### src/rtl/if_prefetch_ctrl.sv
// Instruction prefetch controller: buffers sequential fetches from an async memory in a small FIFO.
// Latency: first instruction valid one edge after reset release or two edges after a branch request.
// Backpressure: freeze holds the head; prefetch continues until the buffer is full, then mem_addr holds.
//
// Ports:
//   clk, rst_n        - single clock, asynchronous active-low reset
//   mem_addr/mem_data - byte address to the combinational instruction memory and the word it returns
//   branch_taken/addr - redirect request and target (low two address bits ignored)
//   freeze            - consumer stall; head instruction is not accepted while high
//   instr_out/pc_out  - head instruction and its fetch address + 4
//   valid_out         - head entry is valid
module if_prefetch_ctrl #(
    parameter int WIDTH        = 32,
    parameter int ADDRESS_SIZE = 32,
    parameter int FIFO_DEPTH   = 2     // power of two, at least 2
) (
    input  logic                    clk,
    input  logic                    rst_n,
    output logic [ADDRESS_SIZE-1:0] mem_addr,
    input  logic [WIDTH-1:0]        mem_data,
    input  logic                    branch_taken,
    input  logic [ADDRESS_SIZE-1:0] branch_addr,
    input  logic                    freeze,
    output logic [WIDTH-1:0]        instr_out,
    output logic [ADDRESS_SIZE-1:0] pc_out,
    output logic                    valid_out
);

    localparam int PW = $clog2(FIFO_DEPTH);
    localparam int CW = PW + 1;
    localparam logic [CW-1:0]           DEPTH_CNT  = CW'(FIFO_DEPTH);
    localparam logic [ADDRESS_SIZE-1:0] WORD_BYTES = ADDRESS_SIZE'(4);

    logic [ADDRESS_SIZE-1:0] fetch_pc;
    logic [ADDRESS_SIZE-1:0] buf_addr  [FIFO_DEPTH];
    logic [WIDTH-1:0]        buf_instr [FIFO_DEPTH];
    logic [PW-1:0]           rd_ptr;
    logic [PW-1:0]           wr_ptr;
    logic [CW-1:0]           count;
    logic                    push;
    logic                    pop;

    // Branch targets are forced word-aligned, so the two low bits never matter.
    logic unused_branch_lsbs;
    assign unused_branch_lsbs = ^branch_addr[1:0];

    assign mem_addr  = fetch_pc;
    assign valid_out = (count != '0);
    assign instr_out = buf_instr[rd_ptr];
    assign pc_out    = buf_addr[rd_ptr] + WORD_BYTES;

    // A branch suppresses both sides; a full buffer can still accept a fetch
    // in the cycle its head is consumed.
    assign pop  = valid_out & ~freeze & ~branch_taken;
    assign push = ~branch_taken & ((count < DEPTH_CNT) | pop);

    always_ff @(posedge clk or negedge rst_n) begin
        if (!rst_n) begin
            fetch_pc <= '0;
            rd_ptr   <= '0;
            wr_ptr   <= '0;
            count    <= '0;
            // Cleared entries make the idle head read back as instr 0, pc 4.
            for (int i = 0; i < FIFO_DEPTH; i++) begin
                buf_addr[i]  <= '0;
                buf_instr[i] <= '0;
            end
        end else if (branch_taken) begin
            fetch_pc <= {branch_addr[ADDRESS_SIZE-1:2], 2'b00};
            rd_ptr   <= '0;
            wr_ptr   <= '0;
            count    <= '0;
        end else begin
            if (push) begin
                // Word is captured now; later changes on mem_data do not reach the buffer.
                buf_addr[wr_ptr]  <= fetch_pc;
                buf_instr[wr_ptr] <= mem_data;
                wr_ptr            <= wr_ptr + 1'b1;
                fetch_pc          <= fetch_pc + WORD_BYTES;
            end
            if (pop) begin
                rd_ptr <= rd_ptr + 1'b1;
            end
            if (push && !pop) begin
                count <= count + 1'b1;
            end else if (pop && !push) begin
                count <= count - 1'b1;
            end
        end
    end

endmodule

### config.mk
export PLATFORM = sky130hd
export DESIGN_NAME = if_prefetch_ctrl
export DESIGN_NICKNAME = d
export VERILOG_FILES = /design/src/rtl/if_prefetch_ctrl.sv
export SDC_FILE = /design/constraint.sdc
export NUM_CORES = 1
export LEC_CHECK = 0
export ABC_AREA = 0
export CAP_MARGIN = 20
export CORE_MARGIN = 1.5
export CORE_UTILIZATION = 35
export DETAILED_ROUTE_END_ITERATION = 16
export PLACE_DENSITY = 0.68
export SYNTH_ARGS = -nofsm -noshare
export SYNTH_HDL_FRONTEND = slang
export SYNTH_SLANG_ARGS = --single-unit
### constraint.sdc
create_clock -name clk -period 3.87 [get_ports clk]
set_input_delay 0.5805 -clock clk [delete_from_list [all_inputs] [get_ports clk]]
set_output_delay 0.5805 -clock clk [all_outputs]
set_load 0.05 [all_outputs]
==> run_results.csv <==
group,metric,value,unit
power,p_int,4.21,mW
detailed_routing,wl,20500,um
timing,finalHoldViolations,0,
yosys,postSynthCellCount,705,
detailed_routing,drt_pass1_iterations,4,
finish,final_layout_size_suffix_gt1_share,28.0,%
yosys,syn_area,8210,sq um
power,worst_ir_drop_vdd,311,uV
job,cap_violations,0,
detailed_routing,ant_nets,0,
cts,cts_num_sinks,158,
detailed_routing,vias,5960,
floorplanning,die_h,156,um
yosys,async_flop_share,100,%
timing,rsz0062_at_grt,"false",
timing,clock_skew,0.0101,ns
global_route,grt_max_degree,86,
floorplanning,core,22800,sq um
floorplanning,io_pins,165,
global_route,first_global_vias,5996,
outcome,status,"complete, no violations",
timing,min_period_over_period,96.2,%
power,sw_frac_of_total,37.7,%
timing,tightestPinTransition,0.805,ns
finish,fillers,2141,
timing,max_slew_margin,46.3,%
yosys,synth_top_area_share,48.2,%
timing,slew_violations,0,
critical_path,crit_type,"reg -> out",
critical_path,required,3.29,ns
placed_design,io_buffers,158,
timing,hold_slack,0.239,ns
detailed_routing,route.detailed.drc,0,
cts,clk_pin_slew,0.06,ns
global_route,overflow,0,
detailed_routing,post_drt_via_cell_ratio,5.04,
yosys,synth_common_cells,"dfrtp_1, mux2_2, nand2_1",
cts,tritoncts,"yes",
floorplanning,initial_core_util,35.9,%
cts,postCtsHoldBufs,0,
yosys,ys_types,56,
floorplanning,die-width,156,um
timing,fmax,0.269,GHz
power,comb_power_share,39.9,%
power,powerDensity,621,nW/um^2
critical_path,crit_path_start_kind,"register",
timing,tns,0,ns
power,power,6.76,mW
placed_design,gp_congestion,0.790,
power,p_seq_share,35.6,%
yosys,yosysWarnings,0,
cts,h-tree-depth,4,
timing,setup_viol,0,
power,p_leak,4.26,nW
placed_design,placed_area,10300,sq um
yosys,syn_area_per_cell,11.6,sq um
yosys,yosysSeqAreaShare,48.2,%
global_route,grt_pass1_wl,32800,um
yosys,synth_edf_count,0,
detailed_routing,wl_per_cell,17.4,um
critical_path,cp.arrival,3.14,ns
global_route,antenna_found_initial,2,
yosys,synth_area_leaders,"dfrtp_1, mux2_2, xnor2_1",
placed_design,place_hpwl,14400,um
floorplanning,fp-row-count,55,
critical_path,worstPathMaxFanout,9,
finish,fin_area,10900,sq um
yosys,ys_seq_elements,158,
worst_hold_path,hold_class,"in -> async",
yosys,ys.flop_type,"dfrtp_1",
cts,numCtsBuffers,17,
critical_path,worst_setup_path_end_kind,"output port",
cts,clkLatencyLatePin,0.42,ns
floorplanning,dieArea,24400,sq um
finish,syn2layout_area_growth,32.6,%
power,p_clk_share,24.5,%
timing,finalCriticalPeriod,3.72,ns
yosys,synth_most_common_cell,"dfrtp_1",
finish,fin_nets,926,
detailed_routing,drtIter0Drc,277,
power,p_switching,2.55,mW
yosys,synth_area_leader_cell,"dfrtp_1",
global_route,gr-usage-all-layers,17.4,%
cts,root_buffer,"clkbuf_16",
cts,clockBufferDepth,2,
-- power groups by stage --
stage	clock network, mW	logic, mW	registers, mW
after floorplan	0	1.72	2.42
after global placement	0	2.69	2.42
after detailed placement	0	2.71	2.44
after CTS	1.70	2.72	2.41
after global routing	1.77	2.84	2.47
final	1.66	2.70	2.41
-- layout make-up --
class,count,area (sq um),share of cell area (%)
Clock buffer,20,447,4.10
Antenna cell,1,2.50,0.0230
Clock inverter,11,134,1.23
Timing Repair Buffer,171,1880,17.3
Tap cell,313,392,3.60
Inverter,6,22.5,0.207
Sequential cell,158,3960,36.3
Multi-Input combinational cell,502,4050,37.2
-- cell usage in the layout, fill, tap and decap left out, types with 3 or more instances in the layout --
cell,synthesis,routed
clkinvlp_4,0,4
clkdlybuf4s50_1,0,132
nand3b_1,8,8
o21ai_0,35,35
mux2_2,157,157
and3_1,10,10
o31a_1,5,5
a32oi_1,4,4
inv_1,6,6
nor4_1,11,11
buf_12,0,21
nor2b_1,5,5
nand4b_1,4,4
conb_1,1,4
inv_6,0,3
nand4_1,15,15
and4_1,5,5
xnor2_1,32,31
clkbuf_16,0,17
nand2b_1,5,5
nor3_1,8,7
nand3_1,24,24
or3_1,3,3
buf_4,7,15
a21oi_1,7,7
mux2i_1,20,20
xor2_1,30,30
dfrtp_1,158,157
and2_1,5,5
nand2_1,60,60
nor2_1,11,11
-- repair_timing --
action                                  in CTS  in global routing
endpoints found under the setup margin       0                  3
setup buffers                                0                  0
gates resized for setup                      0                  1
-- worst max-delay path, cell delays in order (launching register included) --
cell and delay, ns:
dfrtp_4 0.53, mux2_2 0.26, ha_1 0.27, nand4_1 0.17
o22a_4 0.30, or4_4 0.53, nor4_2 0.24, xnor2_1 0.22
buf_12 0.18
-- sequential cells by signal, summed over array words and instances (netlist names) --
register   count
buf_addr      60
buf_instr     64
count          2
mem_addr      30
rd_ptr         1
wr_ptr         1
-- through the flow --
stage / utilization, % / instances / setup WS [ns]
2_1_floorplan: - / 708 / 0.0954
3_3_place_gp: 45.1 / 1150 / 0.587
3_5_place_dp: 45.1 / 1150 / 0.558
4_1_cts: 47.6 / 1181 / 0.0843
5_1_grt: 47.6 / 1181 / 0.0205
6_report: 47.7 / 1182 / 0.148
-- cells by family after synthesis --
family                   count (synthesis)  synth area share, %
flip-flops                             158                 48.2
AO/OA/AOI/OAI                           71                 5.65
AND/OR/NAND/NOR                        186                 12.4
adder cells (fa/ha/maj)                  2                0.305
XOR/XNOR                                62                 6.61
other                                    1               0.0457
buffers and inverters                   48                 2.86
multiplexers                           177                 24.0
-- worst paths after layout --
check	start	cells past startpoint	end	slack, ns
min in group clk	buf_addr[62]$_DFFE_PN0P_	1	buf_addr[62]$_DFFE_PN0P_	0.50
worst min-delay path	rst_n	1	buf_instr[16]$_DFFE_PN0P_	0.24
worst min register to register	buf_addr[62]$_DFFE_PN0P_	1	buf_addr[62]$_DFFE_PN0P_	0.50
max in group asynchronous	rst_n	2	buf_instr[50]$_DFFE_PN0P_	2.84
worst max-delay path	rd_ptr$_DFFE_PN0P_	8	pc_out[30]	0.15
worst max register to register	mem_addr[6]$_DFFE_PN0P_	5	mem_addr[28]$_DFFE_PN0P_	1.67
-- metal layers --
layer / wire (um) / GRT usage [%] / up-vias
li1: - / - / 2839
met1: 9270 / 22.5 / 2984
met2: 10100 / 29.1 / 115
met3: 844 / 3.61 / 20
met4: 292 / 5.17 / 2
met5: 17 / 0 / -
(Power assumes the default switching activity.)
